<file path="src/rtl/stage_scoreboard_pkg.sv">
// Shared game definitions: stage states, default timing/money limits, bus widths
// and the saturating money adder.
package stage_scoreboard_pkg;

   typedef enum logic [1:0] {
      ST_IDLE    = 2'd0,
      ST_RUNNING = 2'd1,
      ST_PASSED  = 2'd2,
      ST_FAILED  = 2'd3
   } stage_state_t;

   localparam int DEF_MAX_TIME  = 60;
   localparam int DEF_LOW_TIME  = 10;
   localparam int DEF_MONEY_MAX = 9999;

   localparam int TIME_W  = 7;
   localparam int MONEY_W = 14;
   localparam int VALUE_W = 10;
   localparam int SUM_W   = MONEY_W + 1;

   // Sum is formed one bit wider than money so the ceiling compare never sees a wrap.
   function automatic logic [MONEY_W-1:0] sat_add(input logic [MONEY_W-1:0] base,
                                                  input logic [VALUE_W-1:0] value,
                                                  input int                 ceiling);
      logic [SUM_W-1:0] sum;
      sum = {1'b0, base} + {{(SUM_W-VALUE_W){1'b0}}, value};
      if (sum > SUM_W'(ceiling))
         return MONEY_W'(ceiling);
      return sum[MONEY_W-1:0];
   endfunction

endpackage

</file>
<file path="src/rtl/stage_scoreboard_if.sv">
// Stage control/status bundle between the level controller and the scoreboard.
interface stage_scoreboard_if;
   import stage_scoreboard_pkg::*;

   logic               enable;
   logic               newGame;
   logic               oneSecPulse;
   logic               collectValid;
   logic [VALUE_W-1:0] collectValue;
   logic [MONEY_W-1:0] targetMoney;
   logic [TIME_W-1:0]  timeLeft;
   logic [MONEY_W-1:0] money;
   logic               timeLow;
   logic               stagePassed;
   logic               stageFailed;
   logic               running;

   modport master (
      output enable, newGame, oneSecPulse, collectValid, collectValue, targetMoney,
      input  timeLeft, money, timeLow, stagePassed, stageFailed, running
   );

   modport slave (
      input  enable, newGame, oneSecPulse, collectValid, collectValue, targetMoney,
      output timeLeft, money, timeLow, stagePassed, stageFailed, running
   );

endinterface

</file>
<file path="src/rtl/stage_scoreboard_sec_countdown.sv">
// Seconds down-counter: clear > load > tick; stops at zero.
// expire flags the tick that takes the count from 1 to 0.
module sec_countdown
   import stage_scoreboard_pkg::*;
(
   input  logic              clk,
   input  logic              resetN,
   input  logic              clear,
   input  logic              load,
   input  logic [TIME_W-1:0] load_value,
   input  logic              tick,
   output logic [TIME_W-1:0] count,
   output logic [TIME_W-1:0] count_nxt,
   output logic              expire
);

   // next count; the zero check keeps the counter from wrapping
   always_comb begin
      count_nxt = count;
      if (clear)
         count_nxt = '0;
      else if (load)
         count_nxt = load_value;
      else if (tick && (count != '0))
         count_nxt = count - TIME_W'(1);
   end

   assign expire = tick && !clear && !load && (count == TIME_W'(1));

   // count register
   always_ff @(posedge clk or negedge resetN) begin
      if (!resetN)
         count <= '0;
      else
         count <= count_nxt;
   end

endmodule

</file>
<file path="src/rtl/stage_scoreboard.sv">
// Stage scoreboard: runs one timed stage, accumulates collected money and
// reports pass/fail against the target sampled at stage start.
//
//   state       | meaning
//   ST_IDLE     | waiting for an enable rising edge
//   ST_RUNNING  | countdown active, collects accepted
//   ST_PASSED   | time ran out with money >= target; hold until enable low
//   ST_FAILED   | time ran out with money <  target; hold until enable low
module stage_scoreboard
   import stage_scoreboard_pkg::*;
#(
   parameter int MAX_TIME  = DEF_MAX_TIME,
   parameter int LOW_TIME  = DEF_LOW_TIME,
   parameter int MONEY_MAX = DEF_MONEY_MAX
)(
   input logic               clk,
   input logic               resetN,
   stage_scoreboard_if.slave sb
);

   stage_state_t       state, state_nxt;
   logic               enable_d;
   logic               enable_rise;
   logic               run_active;
   logic               timer_load;
   logic               timer_tick;
   logic               timer_expire;
   logic [TIME_W-1:0]  time_left, time_left_nxt;
   logic [MONEY_W-1:0] money_q, money_nxt;
   logic [MONEY_W-1:0] target_q, target_nxt;
   logic               time_low_q, passed_q, failed_q, running_q;

   assign enable_rise = sb.enable && !enable_d;
   assign run_active  = (state == ST_RUNNING) && sb.enable && !sb.newGame;
   assign timer_load  = (state == ST_IDLE) && enable_rise && !sb.newGame;
   assign timer_tick  = run_active && sb.oneSecPulse;

   sec_countdown u_sec_countdown (
      .clk        (clk),
      .resetN     (resetN),
      .clear      (sb.newGame),
      .load       (timer_load),
      .load_value (TIME_W'(MAX_TIME)),
      .tick       (timer_tick),
      .count      (time_left),
      .count_nxt  (time_left_nxt),
      .expire     (timer_expire)
   );

   // next state, money and target; newGame overrides everything.
   // A collect in the expiring cycle is already in money_nxt when pass/fail is judged.
   always_comb begin
      state_nxt  = state;
      money_nxt  = money_q;
      target_nxt = target_q;
      if (sb.newGame) begin
         state_nxt = ST_IDLE;
         money_nxt = '0;
      end else begin
         case (state)
            ST_IDLE: begin
               if (enable_rise) begin
                  state_nxt  = ST_RUNNING;
                  target_nxt = sb.targetMoney;
               end
            end
            ST_RUNNING: begin
               if (!sb.enable) begin
                  state_nxt = ST_IDLE;
               end else begin
                  if (sb.collectValid)
                     money_nxt = sat_add(money_q, sb.collectValue, MONEY_MAX);
                  if (timer_expire)
                     state_nxt = (money_nxt >= target_q) ? ST_PASSED : ST_FAILED;
               end
            end
            ST_PASSED, ST_FAILED: begin
               if (!sb.enable)
                  state_nxt = ST_IDLE;
            end
            default: state_nxt = ST_IDLE;
         endcase
      end
   end

   // state, accumulator and registered status outputs
   always_ff @(posedge clk or negedge resetN) begin
      if (!resetN) begin
         state      <= ST_IDLE;
         enable_d   <= 1'b0;
         money_q    <= '0;
         target_q   <= '0;
         time_low_q <= 1'b0;
         passed_q   <= 1'b0;
         failed_q   <= 1'b0;
         running_q  <= 1'b0;
      end else begin
         state      <= state_nxt;
         enable_d   <= sb.enable;
         money_q    <= money_nxt;
         target_q   <= target_nxt;
         running_q  <= (state_nxt == ST_RUNNING);
         time_low_q <= (state_nxt == ST_RUNNING) && (time_left_nxt <= TIME_W'(LOW_TIME));
         passed_q   <= (state == ST_RUNNING) && (state_nxt == ST_PASSED);
         failed_q   <= (state == ST_RUNNING) && (state_nxt == ST_FAILED);
      end
   end

   assign sb.timeLeft    = time_left;
   assign sb.money       = money_q;
   assign sb.timeLow     = time_low_q;
   assign sb.stagePassed = passed_q;
   assign sb.stageFailed = failed_q;
   assign sb.running     = running_q;

endmodule

</file>
<file path="src/flat_wrapper.sv">
// flat-port wrapper written by rule: the top's interface ports become plain ports
module stage_scoreboard_flat import stage_scoreboard_pkg::*;
#(
   parameter int MAX_TIME  = DEF_MAX_TIME,
   parameter int LOW_TIME  = DEF_LOW_TIME,
   parameter int MONEY_MAX = DEF_MONEY_MAX
)
  (clk, resetN, sb_enable, sb_newGame, sb_oneSecPulse, sb_collectValid, sb_collectValue, sb_targetMoney, sb_timeLeft, sb_money, sb_timeLow, sb_stagePassed, sb_stageFailed, sb_running);
  stage_scoreboard_if sb_i ();
  input logic clk;
  input logic resetN;
  input wire logic [$bits(sb_i.enable)-1:0] sb_enable;
  input wire logic [$bits(sb_i.newGame)-1:0] sb_newGame;
  input wire logic [$bits(sb_i.oneSecPulse)-1:0] sb_oneSecPulse;
  input wire logic [$bits(sb_i.collectValid)-1:0] sb_collectValid;
  input wire logic [$bits(sb_i.collectValue)-1:0] sb_collectValue;
  input wire logic [$bits(sb_i.targetMoney)-1:0] sb_targetMoney;
  output wire logic [$bits(sb_i.timeLeft)-1:0] sb_timeLeft;
  output wire logic [$bits(sb_i.money)-1:0] sb_money;
  output wire logic [$bits(sb_i.timeLow)-1:0] sb_timeLow;
  output wire logic [$bits(sb_i.stagePassed)-1:0] sb_stagePassed;
  output wire logic [$bits(sb_i.stageFailed)-1:0] sb_stageFailed;
  output wire logic [$bits(sb_i.running)-1:0] sb_running;
  assign sb_i.enable = sb_enable;
  assign sb_i.newGame = sb_newGame;
  assign sb_i.oneSecPulse = sb_oneSecPulse;
  assign sb_i.collectValid = sb_collectValid;
  assign sb_i.collectValue = sb_collectValue;
  assign sb_i.targetMoney = sb_targetMoney;
  assign sb_timeLeft = sb_i.timeLeft;
  assign sb_money = sb_i.money;
  assign sb_timeLow = sb_i.timeLow;
  assign sb_stagePassed = sb_i.stagePassed;
  assign sb_stageFailed = sb_i.stageFailed;
  assign sb_running = sb_i.running;
  stage_scoreboard #(.MAX_TIME(MAX_TIME), .LOW_TIME(LOW_TIME), .MONEY_MAX(MONEY_MAX)) u_core (.clk(clk), .resetN(resetN), .sb(sb_i));
endmodule
</file>
<file path="config.mk">
export PLATFORM = sky130hd
export DESIGN_NAME = stage_scoreboard_flat
export DESIGN_NICKNAME = d
export VERILOG_FILES = /design/src/rtl/stage_scoreboard_pkg.sv /design/src/rtl/stage_scoreboard_if.sv /design/src/rtl/stage_scoreboard_sec_countdown.sv /design/src/rtl/stage_scoreboard.sv /design/src/flat_wrapper.sv
export SDC_FILE = /design/constraint.sdc
export NUM_CORES = 1
export LEC_CHECK = 0
export ABC_AREA = 1
export CORE_UTILIZATION = 44
export DETAILED_ROUTE_END_ITERATION = 6
export PLACE_DENSITY = 0.71
export RECOVER_POWER = 25
export SLEW_MARGIN = 20
export SYNTH_ARGS = -nofsm -noshare
export SYNTH_HDL_FRONTEND = slang
export SYNTH_SLANG_ARGS = --single-unit
</file>
<file path="constraint.sdc">
create_clock -name clk -period 3.6 [get_ports clk]
set_clock_uncertainty 0.05 [all_clocks]
set_input_delay 0.36 -clock clk [delete_from_list [all_inputs] [get_ports clk]]
set_output_delay 0.36 -clock clk [all_outputs]
set_load 0.01 [all_outputs]
</file>
---- Word-level counts from Yosys, hierarchy flattened ----
Index checks and enable logic that the tools add are counted.
cells by class
  reductions and logical operators ........ 23
  muxes and demuxes ....................... 24
  eq/ne operators ......................... 7
  bitwise logic cells ..................... 1
  add/sub/neg operators ................... 2
  magnitude comparators ................... 3
operators by type and width
  operator                count
  $mux W14                9
  $mux W7                 3
  $add A14 B10 Y15        1
  $gt A15 B14 Y1 const B  1
  $ge A14 B14 Y1          1
  $logic_and A1 B1 Y1     13
  $mux W2                 5
  $eq A2 B2 Y1 const B    4
  $eq A7 B1 Y1 const B    1
  $le A7 B4 Y1 const B    1
  $reduce_bool A7 Y1      1
  $sub A7 B1 Y7 const B   1
  $mux W1                 6
  $pmux W2 S3             1
  $eq A2 B1 Y1 const B    2
  $reduce_bool A2 Y1      2
  $logic_not A1 Y1        3
  $reduce_and A3 Y1       1
  $logic_not A2 Y1        1
  $reduce_and A2 Y1       1
  $reduce_or A2 Y1        1
  $not A1 Y1              1
word-level totals
  input bits .............................. 30
  output and inout bits ................... 25
  register bits after elaboration ......... 42

---- Logic depth before layout (Yosys ltp) ----
Gate-level depths: netlist of the first run.
  depth after elaboration ................. 20
  mapped depth ............................ 34
  mapped depth without buffers ............ 34

---- Hierarchy ----
From an unflattened synthesis of the first run, not the netlist that was laid out.
unflattened totals
  cells, all modules ...................... 532
  area total of the unflattened synthesis .. 3474.6 um^2
modules (own cells, without submodules)
  module            instances  cells each  area each (um^2)  seq. area each (um^2)
  stage_scoreboard  1          444         2872.8            875.8
  sec_countdown     1          88          601.8             175.2

---- Worst setup path after synthesis of the first run ----
No wires, ideal clock.
  path kind ............................... register -> register
  start point ............................. register u_core.money_q[0] (netlist: u_core.sb.money[0])
  end point ............................... register u_core.time_low_q (netlist: u_core.sb.timeLow)
  clock period less this slack ............ 3.507 ns
  path slack .............................. 0.093 ns
  setup time .............................. 0.121 ns
  data arrival time ....................... 3.336 ns
  stages on the path, launching flop included .. 30
  required time ........................... 3.429 ns
  cell sequence ........................... dfrtp_1 ha_1 inv_1 fa_1 inv_1 nand2_1 nand2_1 nand3_2 nand3_1 and2_1 nor3b_1 nand2_1 nor2_1 nand2_1 nand2_4 buf_6 a21boi_1 ha_1 a21oi_1 o21a_1 nand2_1 nand2_1 a21oi_1 nor2_1 o21ai_0 nand2_1 nand2_1 nand2_1 nand2_1 nor2_1
between the ends
  longest elaborated chain between the ends .. 20
ends and longest elaborated chain
  element                        RTL line                    RTL
  from (decl)                    stage_scoreboard.sv:29      logic [MONEY_W-1:0] money_q, money_nxt;
  from (signal assigned)         stage_scoreboard.sv:100     money_q <= money_nxt;
  $add A14 B10 Y15               stage_scoreboard_pkg.sv:26  sum = {1'b0, base} + {{(SUM_W-VALUE_W){1'b0}}, value};
  $gt A15 B14 Y1                 stage_scoreboard_pkg.sv:27  if (sum > SUM_W'(ceiling))
  $mux W1                        stage_scoreboard_pkg.sv:27
  $mux W1                        stage_scoreboard.sv:71      if (sb.collectValid)
  $mux W1                        stage_scoreboard.sv:68      if (!sb.enable) begin
  $mux W1                        stage_scoreboard.sv:60      case (state)
  $mux W1                        stage_scoreboard.sv:56      if (sb.newGame) begin
  $mux W14                       stage_scoreboard_pkg.sv:29  return sum[MONEY_W-1:0];
  [5 not listed]                 --
  $mux W1 *                      stage_scoreboard.sv:74      state_nxt = (money_nxt >= target_q) ? ST_PASSED : ST_FAILED;
  $mux W2 *                      stage_scoreboard.sv:73      if (timer_expire)
  $mux W2 *                      stage_scoreboard.sv:68
  $pmux W2 S3 *                  stage_scoreboard.sv:60
  $mux W2 *                      stage_scoreboard.sv:56
  named net u_core.state_nxt[0]  stage_scoreboard.sv:21      stage_state_t state, state_nxt;
  $eq A2 B1 Y1 *                 stage_scoreboard.sv:103     time_low_q <= (state_nxt == ST_RUNNING) && (time_left_nxt <= TIME_W'(LOW_TIME));
  $logic_and A1 B1 Y1 *          stage_scoreboard.sv:103
  to (signal assigned)           stage_scoreboard.sv:103
  to (decl)                      stage_scoreboard.sv:31      logic time_low_q, passed_q, failed_q, running_q;
Mark *: on every way through the listed nets, which the timed path passes. The rest lies on a longest branch. The select of a mux whose other input is x is not followed.
A chain may end at the register's enable or synchronous reset.

---- Worst setup path after layout of the first run ----
  start point ............................. input sb_collectValue[6]
  end point ............................... register u_core.money_q[5] (netlist: u_core.sb.money[5])
between the ends
  longest elaborated chain between the ends .. 15
ends and longest elaborated chain
  element           RTL line                    RTL
  from (decl)       flat_wrapper.sv:16          input wire logic [$bits(sb_i.collectValue)-1:0] sb_collectValue;
  $add A14 B10 Y15  stage_scoreboard_pkg.sv:26
  $gt A15 B14 Y1    stage_scoreboard_pkg.sv:27
  $mux W1           stage_scoreboard_pkg.sv:27
  $mux W1           stage_scoreboard.sv:71
  $mux W1           stage_scoreboard.sv:68
  $mux W1           stage_scoreboard.sv:60
  $mux W1           stage_scoreboard.sv:56
  $mux W14          stage_scoreboard_pkg.sv:29
  $mux W14          stage_scoreboard.sv:71
  $mux W14          stage_scoreboard.sv:68
  $mux W14          stage_scoreboard.sv:60
  $mux W14          stage_scoreboard.sv:56
  $mux W14          stage_scoreboard.sv:68
  $mux W14          stage_scoreboard.sv:60
  $mux W14          stage_scoreboard.sv:56
Every way passes these cells. The select of a mux whose other input is x is not followed.

==> results.py, run 1 <==
metrics = {
    "yosys": {
        "yosysWarnings": 0,
        "syn_area_mm2": 0.00333,
        "syn_area_per_cell_um2": 6.54,
        "synth_nets": 567,
        "async_flop_share_pct": 100,
        "synth-main-ff-cell": "dfrtp_1",
        "yosysTopAreaCell": "dfrtp_1",
        "synth_common_cells": "nand2_1 (181), inv_1 (88), dfrtp_1 (42)",
        "ys_ff_latch": 42,
        "synth.area.top_cells": "dfrtp_1 (32%), nand2_1 (20%), ha_1 (10%)",
        "ys_seq_area_share_pct": 31.6,
        "yosys.cell_count.top_type": "nand2_1",
        "post-synth-top-area-fraction_pct": 31.6,
        "synth_edf_count": 0,
        "ys_types": 32,
        "syn_inst": 509,
    },
    "routing": {
        "initialDrtViolationCount": 204,
        "viasPerCell": 4.89,
        "first_pass_iters": 4,
        "wl_per_cell_um": 12.8,
        "wirelength_um": 9270,
        "remaining_drc_errors": 0,
        "num_vias": 3534,
        "antenna_left": 0,
    },
    "cells_and_area": {
        "n_antenna_cell": 0,
        "area_growth_pct": 42.6,
        "final_layout_size_suffix_gt1_share_pct": 24.4,
        "fin_nets": 681,
        "finish.utilization_pct": 65.1,
    },
    "critical_path": {
        "cpPeakStageDelay_ps": 410,
        "crit_top_cell": "buf_4",
        "startpoint_type": "primary input",
        "path_class": "in2reg",
        "end_kind": "flip-flop",
        "crit_slowest_cell": "clkdlybuf4s50_1",
        "worstPathArrival_ps": 3950,
        "path_max_fanout": 5,
        "required_ps": 3730,
    },
    "status": {
        "outcome": "complete, but fails checks",
        "violations": "capacitance limit, slew limit, setup timing",
    },
    "grt": {
        "grt_pass1_wl_um": 14400,
        "grt_pass1_vias": 3370,
        "grt_start_max_net_pins": 43,
        "grtUsageTotal_pct": 23.7,
        "antenna_found_initial": 0,
        "gr-total-overflow": 0,
    },
    "sta": {
        "slew_headroom_pct": -54.6,
        "fmax_mhz": 262,
        "timing.final.crit_period_ps": 3820,
        "post-route-period-util_pct": 106,
        "slew_violations": 43,
        "finalSetupViolations": 4,
        "rsz0062_at_grt": "true",
        "layout_setup_ws_ps": -220,
        "worst_hold_slack_ps": 448,
        "worstMarginPinSlew_ps": 2320,
        "finalHoldViolations": 0,
    },
    "clock_network": {
        "cts_buffers": 5,
        "tritoncts": "yes",
        "clk_path_buf_depth": 2,
        "holdBufCountCts": 0,
        "clockRootBuffer": "clkbuf_8",
        "ctsHtreeMaxLevel": 2,
        "clkTransAtPathRegs_ps": 80,
        "clk_latency_ps": 290,
        "cts_num_sinks": 42,
    },
    "floorplanning": {
        "die_area_mm2": 0.00791,
        "die_y_um": 89.0,
        "ios": 55,
        "initial_core_util_pct": 45.6,
        "coreArea_mm2": 0.00729,
        "row_count": 31,
        "die_x_um": 89.0,
    },
    "pwr": {
        "finalPower_mw": 1.23,
        "p_leak_nw": 2.57,
        "p_per_area_mw_per_mm2": 259,
        "irDropWorstVdd_mv": 0.207,
    },
    "placed_design": {
        "place_congestion": 0.879,
        "port_buffers": 54,
        "dp_hpwl_um": 6860,
        "pre_cts_ws_ps": -602,
    },
    "hold_path": {
        "hold_class": "reg2reg",
    },
    "job": {
        "drv_cap": 1,
    },
}
metal layers:
metal / up-vias / share of wire [%] / GRT usage (%)
li1: 1807 / - / -
met1: 1609 / 44 / 28.3
met2: 103 / 51 / 44.2
met3: 15 / 3.8 / 3.51
met4: 0 / 1.7 / 6.93
met5: - / 0 / 0
per-stage QoR:
stage | TNS, ps | cells | cell area (um^2)
2_1_floorplan | 0 | 509 | 3330
3_3_place_gp | -2020 | 698 | 4280
3_5_place_dp | -2480 | 698 | 4280
4_1_cts | -354 | 719 | 4540
5_1_grt | -1840 | 723 | 4750
6_report | -624 | 723 | 4750
worst paths after layout:
kind                                          from            endpoint  slack (ps)  depth (start not counted)
min in group asynchronous                   resetN   u_core.sb.timeLow         710                          1
max in group asynchronous                   resetN  u_core.target_q[1]        1470                          1
worst max-delay path            sb_collectValue[6]  u_core.sb.money[5]        -220                         30
worst max register to register  u_core.sb.money[0]  u_core.sb.money[5]        -210                         29
worst min register to register  u_core.target_q[0]  u_core.target_q[0]         450                          2
worst min-delay path            u_core.target_q[0]  u_core.target_q[0]         450                          2
sequential cells by signal, indices dropped and copies added (netlist names):
register	cells
u_core.sb.timeLow	1
u_core.enable_d	1
u_core.u_sec_countdown.count	7
u_core.state	2
u_core.target_q	14
u_core.sb.running	1
u_core.sb.money	14
u_core.sb.stagePassed	1
u_core.sb.stageFailed	1
critical path: cells and delay by family:
family / cells / cell delay, ps
fa+ha+maj: 1 / 360
buf+inv: 12 / 1710
simple gates: 17 / 1520
repair_timing:
item / CTS / global route
gates resized for setup: 21 / 48
cloned: 1 / 0
pin swaps: 26 / 26
buffers inserted: 12 / 4
endpoints found under the hold margin: 0 / 0
endpoints found under the setup margin: 5 / 6
cell type report:
| cell class | instances | area [um^2] |
|---|---|---|
| Clock buffer | 7 | 86.3 |
| Inverter | 90 | 338 |
| Tap cell | 99 | 124 |
| Fill cell | 657 | 2550 |
| Multi-Input combinational cell | 370 | 2150 |
| Timing Repair Buffer | 114 | 991 |
| Sequential cell | 42 | 1050 |
| Clock inverter | 1 | 5.00 |
power by group:
group / switching (mW) / internal [mW]
sequential: 0.0167 / 0.510
combinational: 0.204 / 0.182
clock: 0.161 / 0.155
kinds of logic after synthesis:
group | after synthesis | synth area share, %
and+or+nand+nor | 290 | 37.4
buffers and inverters | 98 | 11.4
adders and majority gates | 28 | 10.8
DFF | 42 | 31.6
AOI/OAI and AO/OA | 51 | 8.88
cells in the final DEF, fill, tap and decap left out, types with 6 or more instances in the layout:
cell type        instances
nand3_1                 28
inv_1                   84
clkbuf_8                 6
clkdlybuf4s50_1         51
a21oi_1                 12
o21ai_0                 20
ha_1                    21
nand2_1                153
nor2_2                  10
buf_4                   58
nand2_2                 31
dfrtp_1                 42
nor2_1                  33
nand3_2                 10
No activity file was read; power rests on OpenSTA's default activity.
==> run 2, diff against run 1 <==
Settings changed: GPL_TIMING_DRIVEN from default to 0.
==> run 2 against run 1 <==
The run still ends with capacitance limit, slew limit, setup timing left. Setup slack improved by 120 ps. Sequential power about the same. Register-to-register slack better by 110 ps. Clock power increased by 21%. Sequential share of layout area up 1.3 points. Critical path type is now reg2reg.
==> results.py, run 2 (synthesized netlist as in run 1, its figures left out) <==
metrics = {
    "pwr": {
        "p_seq_share_pct": 41.9,
        "pwr-share-comb_pct": 27.8,
        "power.internal_mw": 0.873,
        "p_per_area_mw_per_mm2": 281,
        "p_leak_nw": 2.36,
        "p_sw_share_pct": 30.6,
        "p_clk_share_pct": 30.3,
        "irDropWorstVdd_mv": 0.259,
        "finalPower_mw": 1.26,
        "switching_power_mw": 0.385,
    },
    "sta": {
        "slew_headroom_pct": -18.8,
        "worstMarginPinSlew_ps": 1780,
        "rsz0062_at_grt": "true",
        "finalSetupViolations": 4,
        "post-route-period-util_pct": 103,
        "fmax_mhz": 270,
        "slew_violations": 33,
        "layout_setup_ws_ps": -101,
        "timing.final.crit_period_ps": 3700,
        "finalHoldViolations": 0,
    },
    "floorplanning": {
        "coreArea_mm2": 0.00729,
        "die_y_um": 89.0,
        "row_count": 31,
        "die_area_mm2": 0.00791,
        "initial_core_util_pct": 45.6,
        "die_x_um": 89.0,
        "ios": 55,
    },
    "grt": {
        "grtUsageTotal_pct": 22.1,
        "gr-total-overflow": 0,
        "grt_start_max_net_pins": 33,
        "grt_pass1_vias": 3158,
        "grt_pass1_wl_um": 13500,
        "antenna_found_initial": 0,
    },
    "critical_path": {
        "reg2reg_depth": 29,
        "r2r_slack_ps": -100,
        "startpoint_type": "flip-flop",
        "cp_num_cells": 29,
        "cpPeakStageDelay_ps": 380,
        "crit_buf_inv": 3,
        "timing.rr.start": "u_core.sb.money[0]",
        "r2r-end": "u_core.state[0]",
        "worstPathArrival_ps": 3850,
        "crit_slowest_cell": "dfrtp_1",
        "crit_top_cell": "nand2_1",
        "required_ps": 3750,
        "end_kind": "flip-flop",
        "cp_top_family": "simple AND/OR/NAND/NOR gates",
        "path_max_fanout": 6,
        "path_class": "reg2reg",
    },
    "hold_path": {
        "hold-path-endpoint": "u_core.target_q[0]",
        "whs_path_depth": 2,
        "hold_class": "reg2reg",
        "min_from": "u_core.target_q[0]",
    },
    "placed_design": {
        "port_buffers": 53,
        "place_congestion": 0.866,
        "dp_hpwl_um": 6300,
    },
    "routing": {
        "viasPerCell": 4.89,
        "top_layer_used": "met4",
        "drt-met1-wl_um": 3690,
        "wirelength_um": 8540,
        "wl_per_cell_um": 12.4,
        "initialDrtViolationCount": 134,
        "num_vias": 3366,
        "remaining_drc_errors": 0,
        "dr_wl_met3_um": 308,
        "antenna_left": 0,
        "first_pass_iters": 4,
        "route.met2.wl_um": 4360,
    },
    "clock_network": {
        "clk_path_buf_depth": 2,
        "clockRootBuffer": "clkbuf_8",
        "clk_latency_ps": 290,
        "cts_num_sinks": 42,
        "tritoncts": "yes",
        "cts_buffers": 5,
        "clkTransAtPathRegs_ps": 90,
        "ctsHtreeMaxLevel": 2,
    },
    "cells_and_area": {
        "finish.utilization_pct": 61.4,
        "n_antenna_cell": 0,
        "final_layout_size_suffix_gt1_share_pct": 17.7,
        "layout_commonest_cell": "nand2_1",
        "final_cell_mix": "nand2_1 (169), inv_1 (84), clkdlybuf4s50_1 (49), dfrtp_1 (42), nor2_1 (34)",
        "multi_input_area_mm2": 0.00214,
        "fin_nets": 646,
        "fill_cells": 682,
        "area_growth_pct": 34.6,
        "regArea_mm2": 0.00105,
    },
    "status": {
        "outcome": "complete, but fails checks",
        "violations": "capacitance limit, slew limit, setup timing",
    },
    "job": {
        "drv_cap": 1,
    },
}
run 2: changes by cell type in the layout (fill, tap and decap cells not counted), sizes merged, moves of 2 or more:
cell	before	now
clkbuf	8	12
clkdlybuf4s50	51	49
clkinvlp	0	2
buf	60	20
run 2: final cells by class:
type	count	share of cell area [%]
multi-input cells	369	47.8
clock buffers	5	1.54
plain buffers	8	0.894
repair buffers	72	15.0
well taps	99	2.77
flip-flops and latches	42	23.5
inverters	90	7.54
clock inverters	3	1.01
run 2: power by group through the flow:
stage | Clock, mW | Combinational, mW | Sequential, mW
final | 0.382 | 0.350 | 0.527
after global routing | 0.409 | 0.398 | 0.531
after CTS | 0.389 | 0.318 | 0.526
after detailed placement | 0 | 0.299 | 0.535
after global placement | 0 | 0.288 | 0.534
after floorplan | 0 | 0.192 | 0.535
run 2: worst max-delay path by stage:
| stage | from | to | slack (ps) |
|---|---|---|---|
| 2_1_floorplan | u_core.sb.money[0] | u_core.sb.timeLow | 90 |
| 3_3_place_gp | sb_collectValue[0] | u_core.sb.timeLow | -790 |
| 3_5_place_dp | sb_collectValue[0] | u_core.sb.timeLow | -940 |
| 4_1_cts | u_core.sb.money[0] | u_core.sb.timeLow | -240 |
| 5_1_grt | u_core.sb.money[0] | u_core.state[0] | -350 |
| 6_report | u_core.sb.money[0] | u_core.state[0] | -100 |
run 2: per-layer routing:
layer | vias up | global-route usage [%]
li1 | 1744 | -
met1 | 1525 | 25.9
met2 | 79 | 40.8
met3 | 18 | 3.32
met4 | 0 | 8.37
met5 | - | 0
run 2: metrics by stage:
step,cell area [um^2],setup TNS [ps],setup WS [ps],cells,hold WS (ps)
final,4480,-342,-101,688,439
after global routing,4480,-1510,-351,688,466
after CTS,4300,-779,-240,687,415
after detailed placement,4000,-4070,-936,662,207
after global placement,3980,-3390,-791,661,418
after floorplan,3330,0,93.2,509,14.4
run 2: repair_timing:
action                                  CTS  global route
gates resized for setup                  24            38
pin swaps                                23            33
hold buffers                              1             0
endpoints found under the setup margin    5             5
endpoints found under the hold margin    10             0
buffers inserted                         18             2
run 2: tightest hold or removal path: stages (launching register included):
cell and delay (ps):
dfrtp_1 360, nand2_1 60, nand2_1 40
